[config.mk]
export PLATFORM = sky130hd
export DESIGN_NAME = alu_cmd_sequencer_flat
export DESIGN_NICKNAME = d
export VERILOG_FILES = /design/src/rtl/alu_cmd_sequencer_if.sv /design/src/rtl/alu_cmd_sequencer.sv /design/src/flat_wrapper.sv
export SDC_FILE = /design/constraint.sdc
export NUM_CORES = 1
export LEC_CHECK = 0
export CAP_MARGIN = 5
export CELL_PAD_IN_SITES_DETAIL_PLACEMENT = 1
export CELL_PAD_IN_SITES_GLOBAL_PLACEMENT = 1
export CORE_ASPECT_RATIO = 1.1
export CORE_MARGIN = 2
export CORE_UTILIZATION = 31
export CTS_CLUSTER_DIAMETER = 200
export DETAILED_ROUTE_END_ITERATION = 16
export GPL_ROUTABILITY_DRIVEN = 1
export PLACE_DENSITY = 0.81
export SLEW_MARGIN = 20
export SYNTH_ARGS = -nofsm -noshare
export SYNTH_HDL_FRONTEND = slang
export SYNTH_SLANG_ARGS = --single-unit
[constraint.sdc]
create_clock -name clk -period 2.02 [get_ports clk]
set_clock_uncertainty 0.05 [all_clocks]
set_input_delay 0.404 -clock clk [delete_from_list [all_inputs] [get_ports clk]]
set_output_delay 0.404 -clock clk [all_outputs]
set_load 0.02 [all_outputs]
[src/rtl/alu_cmd_sequencer_if.sv]
// alu_cmd_sequencer_if: command and response handshakes between a command source and the ALU sequencer.
interface alu_cmd_sequencer_if #(parameter int WIDTH = 16);
  logic               cmd_valid;
  logic               cmd_ready;
  logic [3:0]         cmd_func;
  logic [WIDTH-1:0]   cmd_a;
  logic [WIDTH-1:0]   cmd_b;
  logic               rsp_valid;
  logic               rsp_ready;
  logic [2*WIDTH-1:0] rsp_data;
  logic               rsp_carry;
  logic [3:0]         rsp_func;
  logic               rsp_error;
  modport master (
    output cmd_valid, cmd_func, cmd_a, cmd_b, rsp_ready,
    input  cmd_ready, rsp_valid, rsp_data, rsp_carry, rsp_func, rsp_error
  );
  modport slave (
    input  cmd_valid, cmd_func, cmd_a, cmd_b, rsp_ready,
    output cmd_ready, rsp_valid, rsp_data, rsp_carry, rsp_func, rsp_error
  );
endinterface

[src/rtl/alu_cmd_sequencer.sv]
// alu_cmd_sequencer: issues commands to alu_top, waits for the selected unit flag (with watchdog)
// and returns the formatted result over a valid/ready response handshake.
module alu_cmd_sequencer #(
  parameter int WIDTH     = 16,
  parameter int TIMEOUT   = 8,
  parameter int CNT_WIDTH = 16
) (
  input  logic                 clk,
  input  logic                 rst,
  alu_cmd_sequencer_if.slave   bus,
  output logic [WIDTH-1:0]     alu_a,
  output logic [WIDTH-1:0]     alu_b,
  output logic [3:0]           alu_func,
  input  logic                 arith_flag,
  input  logic                 logic_flag,
  input  logic                 cmp_flag,
  input  logic                 shift_flag,
  input  logic                 carry_out,
  input  logic [2*WIDTH-1:0]   arith_out,
  input  logic [WIDTH-1:0]     logic_out,
  input  logic [WIDTH:0]       shift_out,
  input  logic [2:0]           cmp_out,
  output logic [CNT_WIDTH-1:0] op_count
);
  localparam int WD_W = $clog2(TIMEOUT);
  typedef enum logic [1:0] {IDLE, ISSUE, WAIT, RESP} state_t;
  state_t               state_q, state_d;
  logic                 cmd_ready_q, cmd_ready_d;
  logic [WIDTH-1:0]     alu_a_q, alu_a_d, alu_b_q, alu_b_d;
  logic [3:0]           alu_func_q, alu_func_d, rsp_func_q, rsp_func_d;
  logic                 rsp_valid_q, rsp_valid_d, rsp_carry_q, rsp_carry_d, rsp_error_q, rsp_error_d;
  logic [2*WIDTH-1:0]   rsp_data_q, rsp_data_d;
  logic [CNT_WIDTH-1:0] op_count_q, op_count_d;
  logic [WD_W-1:0]      wd_q, wd_d;
  logic                 sel_flag;
  logic [2*WIDTH-1:0]   result;
  // Unit select follows the registered opcode, so flags from other units never match.
  always_comb begin
    sel_flag = alu_func_q[3] ? (alu_func_q[2] ? shift_flag : cmp_flag)
                             : (alu_func_q[2] ? logic_flag : arith_flag);
    result   = alu_func_q[3] ? (alu_func_q[2] ? (2*WIDTH)'(shift_out) : (2*WIDTH)'(cmp_out))
                             : (alu_func_q[2] ? (2*WIDTH)'(logic_out) : arith_out);
  end
  always_comb begin
    state_d     = state_q;
    cmd_ready_d = cmd_ready_q;
    alu_a_d     = alu_a_q;
    alu_b_d     = alu_b_q;
    alu_func_d  = alu_func_q;
    rsp_func_d  = rsp_func_q;
    rsp_valid_d = rsp_valid_q;
    rsp_data_d  = rsp_data_q;
    rsp_carry_d = rsp_carry_q;
    rsp_error_d = rsp_error_q;
    op_count_d  = op_count_q;
    wd_d        = wd_q;
    case (state_q)
      IDLE: begin
        cmd_ready_d = !(bus.cmd_valid && cmd_ready_q);
        if (bus.cmd_valid && cmd_ready_q) begin
          alu_a_d    = bus.cmd_a;
          alu_b_d    = bus.cmd_b;
          alu_func_d = bus.cmd_func;
          rsp_func_d = bus.cmd_func;
          state_d    = ISSUE;
        end
      end
      ISSUE: begin
        wd_d    = '0;
        state_d = WAIT;
      end
      WAIT: begin
        if (sel_flag || wd_q == WD_W'(TIMEOUT - 1)) begin
          rsp_valid_d = 1'b1;
          rsp_error_d = !sel_flag;
          rsp_data_d  = sel_flag ? result : '0;
          rsp_carry_d = sel_flag && alu_func_q[3:2] == 2'b00 && carry_out;
          state_d     = RESP;
        end else begin
          wd_d = wd_q + 1'b1;
        end
      end
      RESP: begin
        if (bus.rsp_ready) begin
          rsp_valid_d = 1'b0;
          op_count_d  = op_count_q + 1'b1;
          cmd_ready_d = 1'b1;
          state_d     = IDLE;
        end
      end
      default: state_d = IDLE;
    endcase
  end
  always_ff @(posedge clk or negedge rst) begin
    if (!rst) begin
      state_q     <= IDLE;
      cmd_ready_q <= 1'b0;
      alu_a_q     <= '0;
      alu_b_q     <= '0;
      alu_func_q  <= '0;
      rsp_func_q  <= '0;
      rsp_valid_q <= 1'b0;
      rsp_data_q  <= '0;
      rsp_carry_q <= 1'b0;
      rsp_error_q <= 1'b0;
      op_count_q  <= '0;
      wd_q        <= '0;
    end else begin
      state_q     <= state_d;
      cmd_ready_q <= cmd_ready_d;
      alu_a_q     <= alu_a_d;
      alu_b_q     <= alu_b_d;
      alu_func_q  <= alu_func_d;
      rsp_func_q  <= rsp_func_d;
      rsp_valid_q <= rsp_valid_d;
      rsp_data_q  <= rsp_data_d;
      rsp_carry_q <= rsp_carry_d;
      rsp_error_q <= rsp_error_d;
      op_count_q  <= op_count_d;
      wd_q        <= wd_d;
    end
  end
  assign bus.cmd_ready = cmd_ready_q;
  assign bus.rsp_valid = rsp_valid_q;
  assign bus.rsp_data  = rsp_data_q;
  assign bus.rsp_carry = rsp_carry_q;
  assign bus.rsp_func  = rsp_func_q;
  assign bus.rsp_error = rsp_error_q;
  assign alu_a         = alu_a_q;
  assign alu_b         = alu_b_q;
  assign alu_func      = alu_func_q;
  assign op_count      = op_count_q;
endmodule

[src/flat_wrapper.sv]
// flat-port wrapper written by rule: the top's interface ports become plain ports
module alu_cmd_sequencer_flat 
#(
  parameter int WIDTH     = 16,
  parameter int TIMEOUT   = 8,
  parameter int CNT_WIDTH = 16
)
  (clk, rst, alu_a, alu_b, alu_func, arith_flag, logic_flag, cmp_flag, shift_flag, carry_out, arith_out, logic_out, shift_out, cmp_out, op_count, bus_cmd_valid, bus_cmd_func, bus_cmd_a, bus_cmd_b, bus_rsp_ready, bus_cmd_ready, bus_rsp_valid, bus_rsp_data, bus_rsp_carry, bus_rsp_func, bus_rsp_error);
  alu_cmd_sequencer_if #(.WIDTH(WIDTH)) bus_i ();
  input  logic clk;
  input  logic rst;
  output logic [WIDTH-1:0] alu_a;
  output logic [WIDTH-1:0] alu_b;
  output logic [3:0] alu_func;
  input  logic arith_flag;
  input  logic logic_flag;
  input  logic cmp_flag;
  input  logic shift_flag;
  input  logic carry_out;
  input  logic [2*WIDTH-1:0] arith_out;
  input  logic [WIDTH-1:0] logic_out;
  input  logic [WIDTH:0] shift_out;
  input  logic [2:0] cmp_out;
  output logic [CNT_WIDTH-1:0] op_count;
  input wire logic [$bits(bus_i.cmd_valid)-1:0] bus_cmd_valid;
  input wire logic [$bits(bus_i.cmd_func)-1:0] bus_cmd_func;
  input wire logic [$bits(bus_i.cmd_a)-1:0] bus_cmd_a;
  input wire logic [$bits(bus_i.cmd_b)-1:0] bus_cmd_b;
  input wire logic [$bits(bus_i.rsp_ready)-1:0] bus_rsp_ready;
  output wire logic [$bits(bus_i.cmd_ready)-1:0] bus_cmd_ready;
  output wire logic [$bits(bus_i.rsp_valid)-1:0] bus_rsp_valid;
  output wire logic [$bits(bus_i.rsp_data)-1:0] bus_rsp_data;
  output wire logic [$bits(bus_i.rsp_carry)-1:0] bus_rsp_carry;
  output wire logic [$bits(bus_i.rsp_func)-1:0] bus_rsp_func;
  output wire logic [$bits(bus_i.rsp_error)-1:0] bus_rsp_error;
  assign bus_i.cmd_valid = bus_cmd_valid;
  assign bus_i.cmd_func = bus_cmd_func;
  assign bus_i.cmd_a = bus_cmd_a;
  assign bus_i.cmd_b = bus_cmd_b;
  assign bus_i.rsp_ready = bus_rsp_ready;
  assign bus_cmd_ready = bus_i.cmd_ready;
  assign bus_rsp_valid = bus_i.rsp_valid;
  assign bus_rsp_data = bus_i.rsp_data;
  assign bus_rsp_carry = bus_i.rsp_carry;
  assign bus_rsp_func = bus_i.rsp_func;
  assign bus_rsp_error = bus_i.rsp_error;
  alu_cmd_sequencer #(.WIDTH(WIDTH), .TIMEOUT(TIMEOUT), .CNT_WIDTH(CNT_WIDTH)) u_core (.clk(clk), .rst(rst), .bus(bus_i), .alu_a(alu_a), .alu_b(alu_b), .alu_func(alu_func), .arith_flag(arith_flag), .logic_flag(logic_flag), .cmp_flag(cmp_flag), .shift_flag(shift_flag), .carry_out(carry_out), .arith_out(arith_out), .logic_out(logic_out), .shift_out(shift_out), .cmp_out(cmp_out), .op_count(op_count));
endmodule
* Word-level counts from Yosys, hierarchy flattened
Index checks and enable logic that the tools add are counted.
Storage, ports and cells: register bits 93, latch bits 0, bits in writable memories 0, ROM bits 0, output and inout port bits 92, word-level logic and storage cells 57, memories 0
Cells by class: add/subtract/negate cells 2, $mul 0, divide/modulo/power cells 0, magnitude comparators 0, eq/ne operators 8, shifts and indexed selects 0, mux-type cells 18, bitwise operators 0, reduce and logical (&&, ||, !) cells 18
Operators by type and width (count):
- 2-to-1 mux 32 bit | 3
- 2-to-1 mux 17 bit | 1
- adder 16 x 1 -> 16 bit (second input constant) | 1
- AND reduction 2 bit | 5
- case mux 2 bit (4 select lines) | 1
- 2-to-1 mux 1 bit | 6
- 2-to-1 mux 2 bit | 3
- case mux 3 bit (2 select lines) | 1
- AND reduction 3 bit | 2
- nonzero test 2 bit | 3
- equality test 2 bit (second input constant) | 2
- logical NOT 2 bit | 2
- inequality test 2 x 1 -> 1 bit (second input constant) | 2
- inequality test 2 bit (second input constant) | 2
- case mux 1 bit (2 select lines) | 2
- adder 3 x 1 -> 3 bit (second input constant) | 1
- equality test 3 bit (second input constant) | 1
- logical AND 1 bit | 3
- 2-to-1 mux 3 bit | 1
- equality test 2 x 1 -> 1 bit (second input constant) | 1
- logical NOT 1 bit | 2
- logical OR 1 bit | 1

* Logic depth before layout (Yosys ltp)
word-level depth 5, depth in mapped cells 7

* Worst setup path before layout
No wires, ideal clock.
path kind register to register, start point reg u_core.wd_q[0], end point reg u_core.state_q[1], setup time 0.128 ns, arrival 1.614 ns, required time 1.842 ns, path slack 0.228 ns, stages on the path, launching flop included 7, period minus slack after synthesis 1.792 ns, cell sequence dfrtp_1 > ha_1 > ha_1 > or2_1 > o22ai_4 > a221oi_2 > mux2_1
Between the ends: word-level cells in the longest chain between the ends 4
Ends and longest elaborated chain:
- start: declaration | line alu_cmd_sequencer.sv:34 | logic [WD_W-1:0] wd_q, wd_d;
- start signal: assignment | line alu_cmd_sequencer.sv:120 | wd_q <= wd_d;
- equality test 3 bit | line alu_cmd_sequencer.sv:73 | if (sel_flag || wd_q == WD_W'(TIMEOUT - 1)) begin
- logical OR 1 bit | line alu_cmd_sequencer.sv:73
- inequality test 2 x 1 -> 1 bit (no line)
- AND reduction 3 bit (no line)
- end signal: assignment | line alu_cmd_sequencer.sv:109 | state_q <= state_d;
- end: declaration | line alu_cmd_sequencer.sv:27 | state_t state_q, state_d;
Every way passes these cells. A chain may end at the register's enable or synchronous reset.

* Final worst setup path
start point reg u_core.alu_func_q[2], in the netlist u_core.alu_func[2], end point out alu_func[2]
RTL lines:
- start: declaration | line alu_cmd_sequencer.sv:30 | logic [3:0] alu_func_q, alu_func_d, rsp_func_q, rsp_func_d;
- start signal: assignment | line alu_cmd_sequencer.sv:113 | alu_func_q <= alu_func_d;
- end: declaration | line flat_wrapper.sv:14 | output logic [3:0] alu_func;
No word-level cell between the ends.

==> results.sh <==
export IMPL_vias=3534
export IMPL_place_ws_ps=-56.28
export IMPL_cp_slowest_cell="clkdlybuf4s50_1"
export IMPL_dp_hpwl_um=9668
export IMPL_insertedDiodeCount=0
export IMPL_wire_per_inst_um=17.25
export IMPL_worst_setup_path_end_kind="primary output"
export IMPL_leakagePower_nw=2.891
export IMPL_timing_fmax_mhz=511.5
export IMPL_grt_max_degree=53
export IMPL_timing_final_crit_share_pct=96.78
export IMPL_path_cells="clkdlybuf4s50_1"
export IMPL_synthArstFlopShare_pct=100.0
export IMPL_synth_distinct_cells=42
export IMPL_worstMarginPinSlew_ps=586.9
export IMPL_status="finished clean"
export IMPL_met3_usage_pct=4.860
export IMPL_setup_ws_ps=65.13
export IMPL_synth_edf_count=0
export IMPL_die_width_um=114.9
export IMPL_yosysSeqAreaShare_pct=55.46
export IMPL_h_tree_depth=3
export IMPL_critPathBufInv=1
export IMPL_grt_pass1_vias=3980
export IMPL_path_class="flip-flop to primary output"
export IMPL_min_period_ps=1955
export IMPL_start_kind="flip-flop"
export IMPL_grt_pass1_wl_um=20490
export IMPL_drc=0
export IMPL_final_layout_size_suffix_gt1_share_pct=16.67
export IMPL_yosysTopAreaCell="dfrtp_1"
export IMPL_syn2layout_area_growth_pct=62.31
export IMPL_viasPerCell=4.874
export IMPL_start_util_pct=31.76
export IMPL_power_density_nw_per_um2=1422
export IMPL_rsz0062_at_grt="true"
export IMPL_cp_arrival_ps=1500
export IMPL_antenna_found_initial=0
export IMPL_maxCapViolations=0
export IMPL_syn_nets=470
export IMPL_wirelength_um=12510
export IMPL_ir_worst_vdd_mv=0.6546
export IMPL_dieArea_um2=14480
export IMPL_grt_busiest_layer="met2"
export IMPL_crit_fanout=10
export IMPL_ys_ff_latch=93
export IMPL_cts_buffers_inserted=9
export IMPL_gr_total_overflow=0
export IMPL_synth_top_flop_cell="dfrtp_1"
export IMPL_globalRouteMet1Util_pct=20.46
export IMPL_synth_cells=350
export IMPL_insertion_delay_ps=340
export IMPL_core_um2=13210
export IMPL_slew_headroom_pct=60.83
export IMPL_grt_use_total_pct=18.14
export IMPL_hold_class="flip-flop to flip-flop"
export IMPL_required_ps=1570
export IMPL_clk_pin_slew_ps=60
export IMPL_final_cells=725
export IMPL_hold_viol_final=0
export IMPL_critPathMaxStageDelay_ps=650
export IMPL_drv_slew=0
export IMPL_grtUsageMet2_pct=32.35
export IMPL_yosys_area_top_type_share_pct=55.46
export IMPL_num_io_pins=205
export IMPL_yosysMostFrequentCell="dfrtp_1"
export IMPL_syn_avg_cell_area_um2=11.99
export IMPL_synth_common_cells="93 x dfrtp_1, 54 x nand2_1, 50 x mux2_2"
export IMPL_cts_sinks=93
export IMPL_placementRows=44
export IMPL_ys_top_cells_by_area="dfrtp_1 55%, mux2_2 13%, nand2_1 4.8%, o21ai_0 3.5%, a22oi_1 2.3%"
export IMPL_finalSetupViolations=0
export IMPL_place_congestion=0.7893
export IMPL_cts_buffer_depth=2
export IMPL_syn_area_um2=4197
export IMPL_die_h_um=126.0
export IMPL_nNetsFinal=679
export IMPL_critical_path_top_delay_family="buffers and inverters"
export IMPL_tritoncts="yes"
export IMPL_ys_warn_count=0
export IMPL_portBuffers=204
export IMPL_ant_nets=0
export IMPL_clock_root_buffer="clkbuf_16"
export IMPL_drtIter0Drc=89
export IMPL_dp_cells=706
export IMPL_firstDrtPassIters=4
-- per-layer routing --
metal	wire length (um)	vias up	part of all wire (%)
met4	223	0	1.8
li1	-	1646	-
met1	4702	1768	38
met2	6769	105	54
met3	810	15	6.5
met5	0	-	0
-- registers in the layout, summed over array words and instances (netlist names) --
name / count
u_core.bus.rsp_valid: 1
u_core.bus.cmd_ready: 1
u_core.op_count: 16
u_core.wd_q: 3
u_core.alu_func: 4
u_core.bus.rsp_data: 32
u_core.bus.rsp_carry: 1
u_core.alu_b: 16
u_core.state_q: 2
u_core.alu_a: 16
u_core.bus.rsp_error: 1
-- final cells by class --
cell class,count,area (um^2)
clock inverters,1,30.03
inverters,6,22.52
multi-input cells,230,1747
repair buffers,219,2225
well taps,161,201.4
clock buffers,15,257.7
flip-flops and latches,93,2328
fillers,1428,6401
-- cell usage in the layout (no fill, tap or decap), types with 5 or more instances in the layout --
cell type        netlist  routed
dfrtp_1               93      92
clkdlybuf4s50_1        0     200
nand3_1                8       8
mux2_2                50      50
buf_4                  8      10
clkbuf_1               5       5
ha_1                   7       7
a22oi_1               13      13
clkbuf_16              0       9
xor2_1                 6       6
inv_1                  6       6
buf_12                 0       5
o21ai_0               29      29
nor2_1                 7       6
xnor2_1               10      10
nand2_1               54      54
o21ai_1                6       6
-- per-stage QoR --
step                instance area [um^2]  utilization (%)  hold slack, ps  total power, mW  setup TNS (ps)
floorplan                           4197                -           58.41            5.735               0
global placement                    6482            49.06           355.1            7.827               0
detailed placement                  6482            49.06           354.8            8.047          -512.3
CTS                                 6782            51.33           435.4            9.778               0
global route                        6812            51.55           467.1            10.30          -8.711
finish                              6812            51.55           428.5            9.685               0
-- power by group --
group          switching (mW)  internal [mW]
Clock                   0.681          0.996
Sequential              0.473           2.57
Combinational            2.45           2.52
Total                    3.60           6.08
-- cells by family (layout without fill, tap and decap cells) --
logic type,Yosys count,after routing,synth area share [%]
compound gates,61,61,9.779
xor+xnor,16,16,3.339
fa+ha+maj,7,7,2.087
buf+inv,27,241,3.369
flops,93,93,55.46
mux,58,58,16.49
simple gates,88,88,9.482
-- worst paths after layout --
kind | slack, ps | to | cells past startpoint | startpoint
worst max-delay path | 70 | alu_func[2] | 1 | u_core.alu_func[2]
worst min-delay path | 430 | u_core.op_count[15] | 1 | u_core.op_count[15]
worst max register to register | 90 | u_core.wd_q[1] | 7 | u_core.wd_q[0]
worst min register to register | 430 | u_core.op_count[15] | 1 | u_core.op_count[15]
max in group asynchronous | 1100 | u_core.alu_func[2] | 3 | rst
min in group asynchronous | 530 | u_core.bus.rsp_data[30] | 3 | rst
-- timing repair --
item                       CTS  global route
setup endpoints to repair    2             9
resized for setup            1             6
buffers inserted             0             2
hold buffers                 1             0
gates cloned                 0             0
pin swaps                    0             1
hold endpoints to repair    36             0
(Power assumes the default switching activity.)
